==> config.mk <==
export PLATFORM = sky130hd
export DESIGN_NAME = mem_access_unit_flat
export DESIGN_NICKNAME = d
export VERILOG_FILES = /design/src/rtl/mem_access_if.sv /design/src/rtl/mem_access_unit.sv /design/src/flat_wrapper.sv
export SDC_FILE = /design/constraint.sdc
export NUM_CORES = 1
export LEC_CHECK = 0
export ABC_AREA = 1
export ABC_CLOCK_PERIOD_IN_PS = 4900
export BUFFER_PORTS_ARGS = -buffer_cell sky130_fd_sc_hd__buf_2
export CAP_MARGIN = 25
export CORE_ASPECT_RATIO = 1.4
export CORE_MARGIN = 3
export CORE_UTILIZATION = 30
export CTS_BUF_LIST = sky130_fd_sc_hd__clkbuf_16
export CTS_CLUSTER_DIAMETER = 150
export DETAILED_ROUTE_END_ITERATION = 6
export PLACE_DENSITY_LB_ADDON = 0.05
export SYNTH_ARGS = -nofsm -noshare
export SYNTH_HDL_FRONTEND = slang
export SYNTH_SLANG_ARGS = --single-unit
==> constraint.sdc <==
create_clock -name clk -period 4.9 [get_ports clk]
set_clock_uncertainty 0.2 [all_clocks]
set_input_delay 0.735 -clock clk [delete_from_list [all_inputs] [get_ports clk]]
set_output_delay 0.735 -clock clk [all_outputs]
set_load 0.1 [all_outputs]
==> src/rtl/mem_access_if.sv <==
// mem_access_if: request/response handshake between execute stage (master) and mem_access_unit (slave).
interface mem_access_if;
    logic        req_valid;
    logic        req_ready;
    logic        req_write;
    logic [31:0] req_addr;
    logic [31:0] req_wdata;
    logic        resp_valid;
    logic [31:0] resp_rdata;
    logic        resp_error;
    modport master (
        output req_valid, req_write, req_addr, req_wdata,
        input  req_ready, resp_valid, resp_rdata, resp_error
    );
    modport slave (
        input  req_valid, req_write, req_addr, req_wdata,
        output req_ready, resp_valid, resp_rdata, resp_error
    );
endinterface

==> src/rtl/mem_access_unit.sv <==
// mem_access_unit: load/store sequencer in front of a synchronous-read word memory.
// Define MEM_ACC_STATS_EN to build saturating load/store/error counters.
module mem_access_unit #(
    parameter int DEPTH  = 1024,
    parameter int ADDR_W = 10
) (
    input  logic               clk,
    input  logic               rst_n,
    mem_access_if.slave        bus,
    output logic               mem_write_enable,
    output logic [31:0]        mem_write_address,
    output logic [31:0]        mem_read_address,
    output logic [31:0]        mem_data_in,
    input  logic [31:0]        mem_data_out,
    output logic [15:0]        stat_loads,
    output logic [15:0]        stat_stores,
    output logic [15:0]        stat_errors
);
    typedef enum logic [2:0] {IDLE, WR, RD1, RD2, ERR} state_t;
    localparam logic [31:0] DEPTH_L = DEPTH;
    state_t      state;
    logic        bad_addr;
    logic [31:0] idx;
    assign bad_addr     = (bus.req_addr[1:0] != 2'b00) || ({2'b00, bus.req_addr[31:2]} >= DEPTH_L);
    assign idx          = 32'(bus.req_addr[ADDR_W+1:2]);
    assign bus.req_ready = state == IDLE;
    always_ff @(posedge clk or negedge rst_n) begin
        if (!rst_n) begin
            state             <= IDLE;
            mem_write_enable  <= 1'b0;
            mem_write_address <= '0;
            mem_read_address  <= '0;
            mem_data_in       <= '0;
            bus.resp_valid    <= 1'b0;
            bus.resp_rdata    <= '0;
            bus.resp_error    <= 1'b0;
        end else begin
            bus.resp_valid   <= 1'b0;
            mem_write_enable <= 1'b0;
            case (state)
                IDLE: if (bus.req_valid) begin
                    if (bad_addr) state <= ERR;
                    else if (bus.req_write) begin
                        state             <= WR;
                        mem_write_enable  <= 1'b1;
                        mem_write_address <= idx;
                        mem_data_in       <= bus.req_wdata;
                    end else begin
                        state            <= RD1;
                        mem_read_address <= idx;
                    end
                end
                WR: begin
                    state          <= IDLE;
                    bus.resp_valid <= 1'b1;
                    bus.resp_error <= 1'b0;
                    bus.resp_rdata <= '0;
                end
                RD1: state <= RD2;
                RD2: begin
                    state          <= IDLE;
                    bus.resp_valid <= 1'b1;
                    bus.resp_error <= 1'b0;
                    bus.resp_rdata <= mem_data_out;
                end
                ERR: begin
                    state          <= IDLE;
                    bus.resp_valid <= 1'b1;
                    bus.resp_error <= 1'b1;
                    bus.resp_rdata <= '0;
                end
                default: state <= IDLE;
            endcase
        end
    end
`ifdef MEM_ACC_STATS_EN
    // each counter bumps on the edge that raises its response pulse
    always_ff @(posedge clk or negedge rst_n) begin
        if (!rst_n) begin
            stat_loads  <= '0;
            stat_stores <= '0;
            stat_errors <= '0;
        end else begin
            if (state == RD2) stat_loads  <= stat_loads  + 16'(stat_loads  != 16'hFFFF);
            if (state == WR)  stat_stores <= stat_stores + 16'(stat_stores != 16'hFFFF);
            if (state == ERR) stat_errors <= stat_errors + 16'(stat_errors != 16'hFFFF);
        end
    end
`else
    assign stat_loads  = '0;
    assign stat_stores = '0;
    assign stat_errors = '0;
`endif
endmodule

==> src/flat_wrapper.sv <==
// flat-port wrapper written by rule: the top's interface ports become plain ports
module mem_access_unit_flat 
#(
    parameter int DEPTH  = 1024,
    parameter int ADDR_W = 10
)
  (clk, rst_n, mem_write_enable, mem_write_address, mem_read_address, mem_data_in, mem_data_out, stat_loads, stat_stores, stat_errors, bus_req_valid, bus_req_write, bus_req_addr, bus_req_wdata, bus_req_ready, bus_resp_valid, bus_resp_rdata, bus_resp_error);
  mem_access_if bus_i ();
  input  logic clk;
  input  logic rst_n;
  output logic mem_write_enable;
  output logic [31:0] mem_write_address;
  output logic [31:0] mem_read_address;
  output logic [31:0] mem_data_in;
  input  logic [31:0] mem_data_out;
  output logic [15:0] stat_loads;
  output logic [15:0] stat_stores;
  output logic [15:0] stat_errors;
  input wire logic [$bits(bus_i.req_valid)-1:0] bus_req_valid;
  input wire logic [$bits(bus_i.req_write)-1:0] bus_req_write;
  input wire logic [$bits(bus_i.req_addr)-1:0] bus_req_addr;
  input wire logic [$bits(bus_i.req_wdata)-1:0] bus_req_wdata;
  output wire logic [$bits(bus_i.req_ready)-1:0] bus_req_ready;
  output wire logic [$bits(bus_i.resp_valid)-1:0] bus_resp_valid;
  output wire logic [$bits(bus_i.resp_rdata)-1:0] bus_resp_rdata;
  output wire logic [$bits(bus_i.resp_error)-1:0] bus_resp_error;
  assign bus_i.req_valid = bus_req_valid;
  assign bus_i.req_write = bus_req_write;
  assign bus_i.req_addr = bus_req_addr;
  assign bus_i.req_wdata = bus_req_wdata;
  assign bus_req_ready = bus_i.req_ready;
  assign bus_resp_valid = bus_i.resp_valid;
  assign bus_resp_rdata = bus_i.resp_rdata;
  assign bus_resp_error = bus_i.resp_error;
  mem_access_unit #(.DEPTH(DEPTH), .ADDR_W(ADDR_W)) u_core (.clk(clk), .rst_n(rst_n), .bus(bus_i), .mem_write_enable(mem_write_enable), .mem_write_address(mem_write_address), .mem_read_address(mem_read_address), .mem_data_in(mem_data_in), .mem_data_out(mem_data_out), .stat_loads(stat_loads), .stat_stores(stat_stores), .stat_errors(stat_errors));
endmodule
======== Yosys cells after proc, flatten, opt, wreduce, memory -nomap -nowiden ========
Cells that the tools add are included.
Widths: inputs -> output; s select.
word-level totals
  input port bits ......................... 100
  logic and storage cells ................. 37
  flip-flop bits (word level) ............. 90
operators by class
  reduce and logical (&&, ||, !) cells .... 10
  mux-type cells .......................... 11
  eq/ne operators ......................... 5
  bitwise operators ....................... 2
  order comparisons ....................... 1
operators with widths
  operator              number
  $pmux 32 s2           1
  $ge 30x11->1 const B  1
  $reduce_and 4->1      2
  $eq 3x2->1 const B    2
  $mux 3                2
  $pmux 3 s2            1
  $reduce_bool 2->1     3
  $mux 1                5
  $reduce_or 2->1       2
  $eq 3x1->1 const B    1
  $eq 3x3->1 const B    1
  $logic_not 3->1       1
  $reduce_or 3->1       1
  $mux 2                1
  $ne 2x2->1 const B    1
  $not 1->1             2
  $pmux 1 s2            1
  $logic_or 1x1->1      1

======== Longest topological paths before layout ========
  word-level depth ........................ 5
  gate-level depth with buffers ........... 9
  gate-level depth less buffers ........... 8

======== Worst setup path before layout ========
OpenSTA, ideal clock, no wires.
  path kind ............................... register to output
  start ................................... reg u_core.state[1]
  end ..................................... out bus_req_ready
  arrival ................................. 1.240 ns
  setup slack ............................. 2.725 ns
  cell stages (with the launch flop) ...... 5
  cell sequence ........................... dfrtp_1 -> buf_2 -> inv_2 -> nand2_1 -> inv_1
on the way
  longest elaborated chain between the ends .. 1
RTL lines
  element                   line                   text
  start: declaration        mem_access_unit.sv:21  state_t state;
  start signal: assignment  mem_access_unit.sv:29  state <= IDLE;
  start signal: assignment  mem_access_unit.sv:42  if (bad_addr) state <= ERR;
  start signal: assignment  mem_access_unit.sv:44  state <= WR;
  $logic_not 3->1           mem_access_unit.sv:26  assign bus.req_ready = state == IDLE;
  end: declaration          flat_wrapper.sv:23     output wire logic [$bits(bus_i.req_ready)-1:0] bus_req_ready;
Every way passes these cells.

======== Worst setup path after layout ========
Ends and elaborated chain as after synthesis.

==> results.cfg <==
[grt]
busiest_layer = met2
grt_util_met2_pct = 24.9
grt_remaining_overflow = 0
global_route_wire_length_before_repair_um = 20600
vias_in_the_first_global_route = 3764
met1_usage_pct = 18.1
grt_start_max_net_pins = 67
grt_util_met3_pct = 5.01
grtUsageTotal_pct = 14.7
grt_antenna_before_repair = 1

[floorplanning]
chipHeight_um = 152
die_area_mm2 = 0.0168
top_level_ports = 280
core_mm2 = 0.0147
initial_util_pct = 31.2
std_cell_rows = 52
die-width_um = 111

[pwr]
swShare_pct = 35.7
combinational_fraction_of_design_power_pct = 22.5
power.clock.fraction_pct = 36.3
p_switching_uw = 646
cellLeakagePower_nw = 3.19
share_seq_of_total_power_pct = 41.2
pwr_dens_mw_per_mm2 = 329
vdd.ir_drop.worst_mv = 0.137
p_int_mw = 1.16

[yosys]
synth_top_cells_by_count = 146 x sky130_fd_sc_hd__nand2_1, 92 x sky130_fd_sc_hd__buf_4, 90 x sky130_fd_sc_hd__dfrtp_1, 53 x sky130_fd_sc_hd__nand4_1, 33 x sky130_fd_sc_hd__nand3_1
synth_top_area_share_pct = 49.0
synth.distinct_cells = 19
syn-instance-count = 512
synth_area_leader_cell = sky130_fd_sc_hd__dfrtp_1
ys.flop_type = sky130_fd_sc_hd__dfrtp_1
synth.cell_area_mm2 = 0.00459
asyncSetResetFlopFracSynth_pct = 100
yosysSeqAreaShare_pct = 49.0
postSynthRegisterBits = 90
synth_enable_flop_cells = 0
yosysWarningCount = 0
syn_avg_cell_area_um2 = 8.97
synth_most_common_cell = sky130_fd_sc_hd__nand2_1
netlist_top_cells_area = sky130_fd_sc_hd__dfrtp_1 49%, sky130_fd_sc_hd__buf_4 15%, sky130_fd_sc_hd__nand2_1 12%

[cts]
clk_latency_ps = 320
postCtsHoldBufs = 0
cts.reportedPaths.clkPinSlew_ps = 60
htree_num_levels = 3
clockRootBuffer = sky130_fd_sc_hd__clkbuf_16
cts_resized = 0
count_of_clock_tree_sinks = 90
clock_path_buffers = 2
numCtsBuffers = 9
cts_tree = built
cts_post_setup_buffers_inserted = 0

[routing]
totalWireLength_um = 12800
wl_per_cell_um = 14.7
drt_pass1_iterations = 4
drc = 0
total_via_count_in_the_routed_design = 3749
drt_iter0_markers = 169
ant_nets = 0
route.detailed.vias_per_inst = 4.29

[placed_design]
placement.io_buffers = 187
globalplace.congestion = 0.732
dp_hpwl_um = 9180
dp_slack_ps = 2210

[timing]
finalHoldViolCount = 0
maxSlewViolCount = 0
max_slew.worst_pin.slew_ps = 879
fin_setup_tns_ps = 0
slew-limit-headroom_pct = 41.4
worst_setup_margin_ps = 2230
rsz0062_at_grt = false
period_share_pct = 54.4
max_clock_freq_mhz = 375
period_needed_ps = 2670
timing.final.setup_violations = 0

[layout]
antenna_cells_inserted = 0
nets = 780
post_route_cells_drive_above_1_share_pct = 30.8
area_delta_synth_final_pct = 19.7

[setup_path]
path_max_fanout = 15
critical_setup_path_class = register to output port
cp.arrival_ps = 1730
cp.required_ps = 3960
timing.critical_path.from_type = register
critPathCaptureType = output port

[outcome]
run_status = complete, no violations

[run]
maxCapViolCount = 0

[min_path]
worst_hold_path_type = register to register
-- power by group through the flow --
stage	sequential (mW)	clock, mW	combinational [mW]
after floorplan	0.763	0	0.392
after global placement	0.759	0	0.406
after detailed placement	0.759	0	0.406
after CTS	0.744	0.688	0.407
after global routing	0.744	0.717	0.422
final	0.745	0.657	0.407
-- cells by family (layout without fill, tap and decap cells) --
group | count (synthesis) | after routing | share of synthesized area [%]
simple gates | 251 | 251 | 25.3
flops | 90 | 90 | 49.0
compound gates | 36 | 36 | 3.92
buf+inv | 134 | 215 | 21.6
other cells | 1 | 92 | 0.0817
-- critical path, cell delays in order, from the launching register on --
cell and delay, ps:
sky130_fd_sc_hd__dfrtp_1 600, sky130_fd_sc_hd__inv_2 170, sky130_fd_sc_hd__nand2_1 120, sky130_fd_sc_hd__inv_1 80
sky130_fd_sc_hd__buf_2 430
-- final timing paths --
kind / from / end / slack [ps] / depth (start not counted)
min reg2reg: u_core.mem_data_in[14] / u_core.mem_data_in[14] / 270 / 2
max: u_core.state[1] / bus_req_ready / 2230 / 4
min in group asynchronous: rst_n / u_core.bus.resp_rdata[26] / 290 / 1
max reg2reg: u_core.state[1] / u_core.mem_read_address[4] / 2670 / 7
max in group asynchronous: rst_n / u_core.mem_read_address[2] / 3280 / 2
min: u_core.mem_data_in[14] / u_core.mem_data_in[14] / 270 / 2
-- stage by stage --
| step | power (mW) | utilization [%] | std cells | hold slack, ps | area [um2] |
|---|---|---|---|---|---|
| floorplan | 1.16 | - | 603 | 239 | 4930 |
| global placement | 1.16 | 35.2 | 856 | 251 | 5170 |
| detailed placement | 1.16 | 35.4 | 857 | 255 | 5200 |
| CTS | 1.84 | 37.2 | 872 | 271 | 5480 |
| global route | 1.88 | 37.4 | 873 | 288 | 5500 |
| finish | 1.81 | 37.4 | 873 | 268 | 5500 |
-- per-layer routing --
| metal | up-vias | wire length, um |
|---|---|---|
| li1 | 1834 | - |
| met1 | 1750 | 5150 |
| met2 | 152 | 6430 |
| met3 | 11 | 1110 |
| met4 | 2 | 119 |
| met5 | - | 7 |
-- placed cells by master (no fill, tap or decap), drive strengths merged --
| cell type | synthesis | layout |
|---|---|---|
| or2 | 2 | 2 |
| a21oi | 2 | 2 |
| nand3 | 35 | 35 |
| o21ai | 34 | 34 |
| nor2 | 15 | 15 |
| bufinv | 0 | 1 |
| clkbuf | 12 | 9 |
| dfrtp | 90 | 90 |
| conb | 1 | 92 |
| nand4 | 53 | 53 |
| inv | 7 | 9 |
| nand2 | 146 | 146 |
| buf | 115 | 193 |
| clkinv | 0 | 3 |
-- state kept, by name, indices dropped and copies added (netlist names) --
register                  flops
u_core.mem_write_enable       1
u_core.bus.resp_valid         1
u_core.state                  3
u_core.bus.resp_error         1
u_core.mem_write_address     10
u_core.bus.resp_rdata        32
u_core.mem_data_in           32
u_core.mem_read_address      10
-- final cells by class --
class	instances	area, um2
clock buffers	9	225
repair buffers	193	1020
well taps	189	236
clock inverters	6	51.3
flip-flops and latches	90	2250
fillers	1651	9210
inverters	7	26.3
multi-input cells	379	1690
No activity file was read; power rests on OpenSTA's default activity.
